<file path="src/rtl/frequency_reader_pkg.sv">
// ============================================================================
// frequency_reader_pkg : shared FSM encoding and AXI constants for the reader
// Revision 1.0
// ============================================================================
`default_nettype none

package frequency_reader_pkg;

  typedef enum logic [2:0] {
    ST_IDLE = 3'd0,
    ST_ADDR = 3'd1,
    ST_DATA = 3'd2,
    ST_OUT  = 3'd3,
    ST_DONE = 3'd4
  } state_e;

  localparam logic [1:0] RESP_OKAY       = 2'b00;
  localparam int         REGISTER_STRIDE = 4;
  localparam int         RESULT_W        = 32;
  localparam int         INDEX_W         = 3;

endpackage

`default_nettype wire

</file>
<file path="src/rtl/frequency_reader_axi_rd.sv">
// ============================================================================
// frequency_reader_axi_rd : AR/R handshake engine for one AXI4-Lite read
// Revision 1.0
// ============================================================================
`default_nettype none

module frequency_reader_axi_rd
  import frequency_reader_pkg::*;
#(
  parameter int ADDR_W = 10
) (
  input  logic              clk_i,
  input  logic              rst_ni,
  input  logic              start_i,
  input  logic [ADDR_W-1:0] addr_i,
  output logic [ADDR_W-1:0] araddr_o,
  output logic              arvalid_o,
  input  logic              arready_i,
  input  logic              rvalid_i,
  output logic              rready_o,
  output logic              ar_hs_o,
  output logic              r_hs_o
);

  logic [ADDR_W-1:0] araddr_q;
  logic              arvalid_q;
  logic              rready_q;

  // rready rises on the same edge the address is accepted, so no idle cycle
  always_ff @(posedge clk_i or negedge rst_ni) begin
    if (!rst_ni) begin
      araddr_q  <= '0;
      arvalid_q <= 1'b0;
      rready_q  <= 1'b0;
    end else if (start_i) begin
      araddr_q  <= addr_i;
      arvalid_q <= 1'b1;
    end else if (arvalid_q && arready_i) begin
      arvalid_q <= 1'b0;
      rready_q  <= 1'b1;
    end else if (rready_q && rvalid_i) begin
      rready_q  <= 1'b0;
    end
  end

  assign araddr_o  = araddr_q;
  assign arvalid_o = arvalid_q;
  assign rready_o  = rready_q;
  assign ar_hs_o   = arvalid_q && arready_i;
  assign r_hs_o    = rready_q && rvalid_i;

endmodule

`default_nettype wire

</file>
<file path="src/rtl/frequency_result_reader.sv">
// ============================================================================
// frequency_result_reader : on irq rising edge, reads result registers over
// AXI4-Lite and streams them out. Define FREQUENCY_READER_THRESHOLD_EN for
// the detected[6:0] threshold vector.  Revision 1.0
// ============================================================================
`default_nettype none

module frequency_result_reader
  import frequency_reader_pkg::*;
#(
  parameter int C_M00_AXI_DATA_WIDTH = 32,
  parameter int C_M00_AXI_ADDR_WIDTH = 10,
  parameter int BASE_ADDRESS         = 0,
  parameter int REGISTERS_NUMBER     = 6,
  parameter int MIN_ACTION_TIME      = 1000
) (
  input  logic                            m00_axi_aclk,
  input  logic                            m00_axi_aresetn,
  input  logic                            irq,
  output logic [C_M00_AXI_ADDR_WIDTH-1:0] m00_axi_araddr,
  output logic [2:0]                      m00_axi_arprot,
  output logic                            m00_axi_arvalid,
  input  logic                            m00_axi_arready,
  input  logic [C_M00_AXI_DATA_WIDTH-1:0] m00_axi_rdata,
  input  logic [1:0]                      m00_axi_rresp,
  input  logic                            m00_axi_rvalid,
  output logic                            m00_axi_rready,
  output logic [RESULT_W-1:0]             result_data,
  output logic [INDEX_W-1:0]              result_index,
  output logic                            result_last,
  output logic                            result_valid,
  input  logic                            result_ready,
  output logic                            busy,
  output logic                            done,
  output logic                            error
`ifdef FREQUENCY_READER_THRESHOLD_EN
  ,
  output logic [6:0]                      detected
`endif
);

  generate
    if (REGISTERS_NUMBER < 1 || REGISTERS_NUMBER > 7 || MIN_ACTION_TIME < 0) begin : g_bad_param
      $error("frequency_result_reader: REGISTERS_NUMBER must be 1..7");
    end
  endgenerate

  state_e                    state_q;
  logic                      irq_q;
  logic [INDEX_W-1:0]        idx_q;
  logic                      busy_q;
  logic                      done_q;
  logic                      error_q;
  logic                      res_valid_q;
  logic [RESULT_W-1:0]       res_data_q;
  logic [INDEX_W-1:0]        res_index_q;
  logic                      res_last_q;

  logic                      irq_rise;
  logic                      launch;
  logic                      ar_hs;
  logic                      r_hs;
  logic [INDEX_W-1:0]        idx_d;
  logic [C_M00_AXI_ADDR_WIDTH-1:0] araddr_d;
  logic [RESULT_W-1:0]       rdata_w;

  assign irq_rise = irq && !irq_q;
  assign launch   = (state_q == ST_IDLE && irq_rise) ||
                    (state_q == ST_OUT && result_ready && !res_last_q);
  assign idx_d    = (state_q == ST_IDLE) ? INDEX_W'(1) : idx_q + INDEX_W'(1);
  assign araddr_d = C_M00_AXI_ADDR_WIDTH'(BASE_ADDRESS + REGISTER_STRIDE * int'(idx_d));
  assign rdata_w  = RESULT_W'(m00_axi_rdata);

  frequency_reader_axi_rd #(
    .ADDR_W (C_M00_AXI_ADDR_WIDTH)
  ) u_axi_rd (
    .clk_i     (m00_axi_aclk),
    .rst_ni    (m00_axi_aresetn),
    .start_i   (launch),
    .addr_i    (araddr_d),
    .araddr_o  (m00_axi_araddr),
    .arvalid_o (m00_axi_arvalid),
    .arready_i (m00_axi_arready),
    .rvalid_i  (m00_axi_rvalid),
    .rready_o  (m00_axi_rready),
    .ar_hs_o   (ar_hs),
    .r_hs_o    (r_hs)
  );

  // irq_q resets high so a level already present at release is not an edge
  always_ff @(posedge m00_axi_aclk or negedge m00_axi_aresetn) begin
    if (!m00_axi_aresetn) begin
      state_q     <= ST_IDLE;
      irq_q       <= 1'b1;
      idx_q       <= '0;
      busy_q      <= 1'b0;
      done_q      <= 1'b0;
      error_q     <= 1'b0;
      res_valid_q <= 1'b0;
      res_data_q  <= '0;
      res_index_q <= '0;
      res_last_q  <= 1'b0;
    end else begin
      irq_q  <= irq;
      done_q <= 1'b0;
      case (state_q)
        ST_IDLE: begin
          if (irq_rise) begin
            state_q <= ST_ADDR;
            busy_q  <= 1'b1;
            error_q <= 1'b0;
            idx_q   <= idx_d;
          end
        end
        ST_ADDR: begin
          if (ar_hs) state_q <= ST_DATA;
        end
        ST_DATA: begin
          if (r_hs) begin
            state_q     <= ST_OUT;
            res_valid_q <= 1'b1;
            res_data_q  <= rdata_w;
            res_index_q <= idx_q;
            res_last_q  <= (idx_q == INDEX_W'(REGISTERS_NUMBER));
            if (m00_axi_rresp != RESP_OKAY) error_q <= 1'b1;
          end
        end
        ST_OUT: begin
          if (result_ready) begin
            res_valid_q <= 1'b0;
            if (res_last_q) begin
              state_q <= ST_DONE;
              done_q  <= 1'b1;
              busy_q  <= 1'b0;
            end else begin
              state_q <= ST_ADDR;
              idx_q   <= idx_d;
            end
          end
        end
        ST_DONE: state_q <= ST_IDLE;
        default: state_q <= ST_IDLE;
      endcase
    end
  end

`ifdef FREQUENCY_READER_THRESHOLD_EN
  logic [6:0] detected_q;

  always_ff @(posedge m00_axi_aclk or negedge m00_axi_aresetn) begin
    if (!m00_axi_aresetn) begin
      detected_q <= '0;
    end else if (state_q == ST_IDLE && irq_rise) begin
      detected_q <= '0;
    end else if (state_q == ST_DATA && r_hs && rdata_w >= RESULT_W'(MIN_ACTION_TIME)) begin
      detected_q[idx_q - INDEX_W'(1)] <= 1'b1;
    end
  end

  assign detected = detected_q;
`endif

  assign m00_axi_arprot = 3'b000;
  assign result_data    = res_data_q;
  assign result_index   = res_index_q;
  assign result_last    = res_last_q;
  assign result_valid   = res_valid_q;
  assign busy           = busy_q;
  assign done           = done_q;
  assign error          = error_q;

endmodule

`default_nettype wire

</file>
<file path="config.mk">
export PLATFORM = sky130hd
export DESIGN_NAME = frequency_result_reader
export DESIGN_NICKNAME = d
export VERILOG_FILES = /design/src/rtl/frequency_reader_pkg.sv /design/src/rtl/frequency_reader_axi_rd.sv /design/src/rtl/frequency_result_reader.sv
export SDC_FILE = /design/constraint.sdc
export NUM_CORES = 1
export LEC_CHECK = 0
export BUFFER_PORTS_ARGS = -buffer_cell sky130_fd_sc_hd__buf_2
export CAP_MARGIN = 20
export CORE_ASPECT_RATIO = 1.2
export CORE_MARGIN = 2
export CORE_UTILIZATION = 50
export CTS_BUF_LIST = sky130_fd_sc_hd__clkbuf_4
export DETAILED_ROUTE_END_ITERATION = 6
export PLACE_DENSITY = 0.81
export SYNTH_ARGS = -nofsm -noshare
export SYNTH_HDL_FRONTEND = slang
export SYNTH_HIERARCHICAL = 1
export SYNTH_SLANG_ARGS = --single-unit
export TNS_END_PERCENT = 30
</file>
<file path="constraint.sdc">
create_clock -name m00_axi_aclk -period 2.8 [get_ports m00_axi_aclk]
set_input_delay 0 -clock m00_axi_aclk [delete_from_list [all_inputs] [get_ports m00_axi_aclk]]
set_output_delay 0 -clock m00_axi_aclk [all_outputs]
set_load 0.1 [all_outputs]
</file>
# Word-level counts from Yosys, hierarchy flattened
# Index checks and enable logic that the tools add are counted.
dict set report totals {
  reg_bits 52
  latch_bits 0
  mem_bits_rw 0
  romBits 0
  input_bits 40
  out_inout_bits 55
  wordCells 78
  mem_count 0
}
dict set report op_classes {
  addsub 1
  mul 0
  div 0
  order_cmp 0
  eq_ne 11
  shifts 0
  muxes 29
  n_bitwise 1
  n_reduce_logical 23
}
# op n
set ops {}
lappend ops {{$mux 3} 9}
lappend ops {{$reduce_and 4->1} 4}
lappend ops {{$mux 1} 15}
lappend ops {{$ne 2x2->1 const B} 7}
lappend ops {{$pmux 3 s4} 1}
lappend ops {{$reduce_bool 2->1} 6}
lappend ops {{$eq 3x2->1 const B} 2}
lappend ops {{$logic_and 1x1->1} 6}
lappend ops {{$pmux 1 s2} 3}
lappend ops {{$pmux 3 s2} 1}
lappend ops {{$reduce_and 2->1} 2}
lappend ops {{$add 3x1->3 const B} 1}
lappend ops {{$eq 3x1->1 const B} 1}
lappend ops {{$eq 3x3->1 const B} 1}
lappend ops {{$logic_not 3->1} 1}
lappend ops {{$reduce_and 3->1} 1}
lappend ops {{$logic_not 1->1} 2}
lappend ops {{$logic_or 1x1->1} 1}
lappend ops {{$not 1->1} 1}

# Logic depth before layout (Yosys ltp)
dict set report logic_depth {
  ltp_word 6
  ltp_mapped 8
  mapped_depth_nobuf 6
}

# Hierarchy
# Netlist, hierarchy kept.
# module n_inst cells_per_inst area_per_inst_um2 seq_area_each_um2
set modules_own_cells {}
lappend modules_own_cells {frequency_result_reader 1 145 1975.6 1177.4}
lappend modules_own_cells {frequency_reader_axi_rd 1 30 503.0 300.3}

# Least setup slack after synthesis
# Ideal clock, no wire load.
dict set report synth_path {
  path_kind {register to register}
  from {reg u_axi_rd.rready_q (netlist: u_axi_rd/rready_o)}
  to {reg res_data_q[13] (netlist: result_data[13])}
  setup_time_ns 0.128
  t_arrival_ns 1.975
  required_time_ns 2.672
  path_slack_ns 0.697
  stages_incl_launch_ff 6
  n_path_buf 2
  synth_period_minus_slack_ns 2.103
  path_cell_list {dfrtp_1 -> and2_1 -> nor3b_2 -> buf_6 -> buf_6 -> mux2_1}
}
dict set report synth_between {
  elab_chain_len 2
}
# element line_no
set synth_rtl {}
lappend synth_rtl {{start, declared} frequency_reader_axi_rd.sv:27} ;# logic rready_q;
lappend synth_rtl {{start signal, assigned} frequency_reader_axi_rd.sv:34} ;# rready_q <= 1'b0;
lappend synth_rtl {{start signal, assigned} frequency_reader_axi_rd.sv:40} ;# rready_q <= 1'b1;
lappend synth_rtl {{start signal, assigned} frequency_reader_axi_rd.sv:42} ;# rready_q <= 1'b0;
lappend synth_rtl {{$logic_and 1x1->1} frequency_reader_axi_rd.sv:50} ;# assign r_hs_o = rready_q && rvalid_i;
lappend synth_rtl {{net r_hs} frequency_result_reader.sv:62} ;# logic r_hs;
lappend synth_rtl {{$reduce_and 2->1 (no line)} -}
lappend synth_rtl {{end signal, assigned} frequency_result_reader.sv:122} ;# res_data_q <= rdata_w;
lappend synth_rtl {{end, declared} frequency_result_reader.sv:55} ;# logic [RESULT_W-1:0] res_data_q;
# The timed path passes the listed nets, and every way through them passes these cells.
# A chain may end at the register's enable or synchronous reset.

# Final worst setup path
dict set report layout_path {
  from {reg state_q[0]}
  to {reg u_axi_rd.araddr_q[3] (netlist: u_axi_rd/araddr_o[3])}
}
dict set report layout_between {
  elab_chain_len 4
  word_cells_on_any_way 7
  cone_classes {eq/ne: 1; mux: 1; reduce/logical: 5}
}
# element line_no
set layout_rtl {}
lappend layout_rtl {{start, declared} frequency_result_reader.sv:48} ;# state_e state_q;
lappend layout_rtl {{start signal, assigned} frequency_result_reader.sv:93} ;# state_q <= ST_IDLE;
lappend layout_rtl {{start signal, assigned} frequency_result_reader.sv:109} ;# state_q <= ST_ADDR;
lappend layout_rtl {{start signal, assigned} frequency_result_reader.sv:116} ;# if (ar_hs) state_q <= ST_DATA;
lappend layout_rtl {{$eq 3x2->1} frequency_result_reader.sv:69} ;# (state_q == ST_OUT && result_ready && !res_last_q);
lappend layout_rtl {{$logic_and 1x1->1 (2 in series)} frequency_result_reader.sv:69}
lappend layout_rtl {{$logic_or 1x1->1 (*)} frequency_result_reader.sv:68} ;# assign launch = (state_q == ST_IDLE && irq_rise) ||
lappend layout_rtl {{net launch} frequency_result_reader.sv:60} ;# logic launch;
lappend layout_rtl {{end signal, assigned} frequency_reader_axi_rd.sv:36} ;# araddr_q <= addr_i;
lappend layout_rtl {{end, declared} frequency_reader_axi_rd.sv:25} ;# logic [ADDR_W-1:0] araddr_q;
# Mark *: on every way through the listed nets, which the timed path passes. The rest lies on a longest branch.

==> results.cfg <==
[status]
status = completed

[synth]
ys_warn_count = 6
avgSynthCellArea_sq_um = 14.2
synthFlopType = dfrtp_1
synth_edf_count = 0
netlist_instances = 175
synth_sequential_area_ratio = 0.596
synth_seq_cells = 59
netlist_area_sq_um = 2480
synth-async-reset-ratio = 1.00
yosysUniqueCellTypes = 37

[clock_tree]
clock_latency_ns = 0.40
cts_tree = yes
cts_made_buffers = 9
path_clk_slew_ns = 0.10
cts_sinks = 59
cts_buffer_depth = 2
clockRootBuffer = clkbuf_4
cts_setup_buffers = 0
ctsHtreeMaxLevel = 3
ctsResizeCount = 0
hold_buffers = 39

[cells_and_area]
stdcell_area_sq_um = 3490
drive_above_1_share = 0.435
layout_commonest_cell = buf_2
areaGrowthSynthToFinish_pct = 40.6
nFillCells = 332
mostFrequentLayoutCells = buf_2, dfrtp_1, dlygate4sd3_1, mux2_2, mux2_1
num_antenna_cells = 0
nets = 359
final_cells = 382

[place]
postPlaceCellArea_sq_um = 2990
numPortBuffers = 91
gp_congestion = 0.821
dp_hpwl_mm = 3.34
dp_cells = 327

[sta]
post-route-min-period_ns = 2.17
slew_viol_final = 0
clock.fmax_mhz = 461
fin_skew_ns = 0.0167
tns_ns = 0
rsz0062_at_grt = false
tightestPinTransition_ns = 0.707
whs_ns = 0.185
finalSetupViolations = 0
fin_crit_sh = 0.775
finalHoldViolations = 0
slew-limit-headroom = 0.529

[detailed_routing]
drt_iter0_drc = 62
firstDrtPassIters = 4
viasPerCell = 4.79
wl_mm = 5.25
routedWlPerCell_microns = 13.7
vias = 1829
route.detailed.drc = 0
ant_nets = 0

[floorplan]
num_rows = 28
core_area_sq_um = 4870
initial_core_util = 0.509
die_h_microns = 81.1
io_pins = 95
dieArea_sq_um = 5540
die_x_microns = 68.3

[setup_path]
crit_fanout = 12
critPathKind = flop to flop
crit_chain = nand2_1 -> nor3_1 -> a21oi_1 -> inv_1 -> mux2_2
r2r_start = state_q[0]$_DFFE_PN0P_
cpPeakStageDelay_ns = 0.59
end_kind = flop
crit_arrival_ns = 2.44
regToRegSetupSlack_ns = 0.63
critPathLaunchType = flop
crit_required_ns = 3.07
reg2regPathDepth = 5
worst_path_max_delay_cell = dfrtp_1
r2r_end = u_axi_rd/araddr_o[3]$_DFFE_PN0P_

[min_path]
min-delay-path-class = input pin to async pin

[global_route]
grt_pass1_vias = 1893
antenna_found_initial = 0
grt_first_pass_wirelength_mm = 8.49
grt_max_degree = 34
overflow = 0
grtUsageTotal = 0.212

[job]
maxCapViolCount = 0
==> layer usage <==
metal,vias to the layer above,GRT usage,share of wire
met5,-,0,0
met4,0,0.0980,0.017
met2,54,0.371,0.54
li1,892,-,-
met1,872,0.236,0.40
met3,11,0.0582,0.048
==> Yosys cell counts (2+ instances only) <==
library cell  count  share of area
dfrtp_1          58           0.59
mux2_2           20          0.091
mux2_1           17          0.077
mux2_4            9          0.055
nor2_1            9          0.014
inv_1             5         0.0076
nand2_1           5         0.0076
a21oi_1           4         0.0081
buf_4             4          0.012
buf_6             4          0.018
o21ai_0           4         0.0081
nand2b_1          3         0.0076
nand3_1           3         0.0061
a211oi_1          2         0.0061
a2bb2oi_1         2         0.0071
and2_1            2         0.0050
ha_1              2          0.010
nor2b_1           2         0.0050
o22ai_1           2         0.0050
==> worst max-delay path, delay by kind of cell, from the launching register on <==
| kind | cells | cell delay (ns) |
|---|---|---|
| AOI/OAI and AO/OA | 1 | 0.11 |
| buffers and inverters | 1 | 0.49 |
| and+or+nand+nor | 2 | 0.45 |
| muxes | 1 | 0.40 |
| DFF | 1 | 0.59 |
==> flip-flops by register name, indices dropped and copies added (netlist names) <==
name,count
result_data,32
u_axi_rd/araddr_o,10
idx_q,3
result_index,3
state_q,3
busy,1
done,1
error,1
irq_q,1
result_last,1
result_valid,1
u_axi_rd/arvalid_o,1
u_axi_rd/rready_o,1
==> worst max path at each step <==
| stage | start | end | slack, ns |
|---|---|---|---|
| 4_1_cts | state_q[1]$_DFFE_PN0P_ | u_axi_rd/araddr_o[3]$_DFFE_PN0P_ | 0.65 |
| 5_1_grt | state_q[0]$_DFFE_PN0P_ | u_axi_rd/araddr_o[3]$_DFFE_PN0P_ | 0.49 |
| 2_1_floorplan | u_axi_rd/rready_o$_DFFE_PN0P_ | result_data[13]$_DFFE_PN0P_ | 0.70 |
| 6_report | state_q[0]$_DFFE_PN0P_ | u_axi_rd/araddr_o[3]$_DFFE_PN0P_ | 0.63 |
| 3_3_place_gp | state_q[0]$_DFFE_PN0P_ | u_axi_rd/araddr_o[3]$_DFFE_PN0P_ | 0.72 |
| 3_5_place_dp | state_q[1]$_DFFE_PN0P_ | u_axi_rd/araddr_o[3]$_DFFE_PN0P_ | 0.69 |
==> through the flow <==
step	utilization	worst slack, ns
finish	0.716	0.630
global route	0.716	0.486
CTS	0.716	0.653
detailed placement	0.615	0.692
global placement	0.615	0.725
floorplan	-	0.697
==> cells by family (layout without fill, tap and decap cells) <==
logic type	Yosys count	in the layout	synth area share
AOI/OAI and AO/OA	17	17	0.0444
xor gates and xnor gates	1	1	0.00353
adders and majority gates	2	2	0.0101
buffers and inverters	16	154	0.0439
DFF	59	59	0.596
muxes	47	47	0.227
other	1	10	0.00151
and+or+nand+nor	32	32	0.0737
==> final cells by class <==
| type | count | area [sq um] | area share |
|---|---|---|---|
| tap | 60 | 75.1 | 0.0215 |
| inverter | 6 | 25.0 | 0.00718 |
| clock buffer | 11 | 82.6 | 0.0237 |
| multi-input combinational | 109 | 932 | 0.267 |
| timing repair buffer | 132 | 873 | 0.251 |
| clock inverter | 5 | 20.0 | 0.00574 |
| sequential | 59 | 1480 | 0.424 |
Power is left out: the tool's default activity adds up to more than one toggle a clock period on the data nets, which glitch-free logic cannot reach.
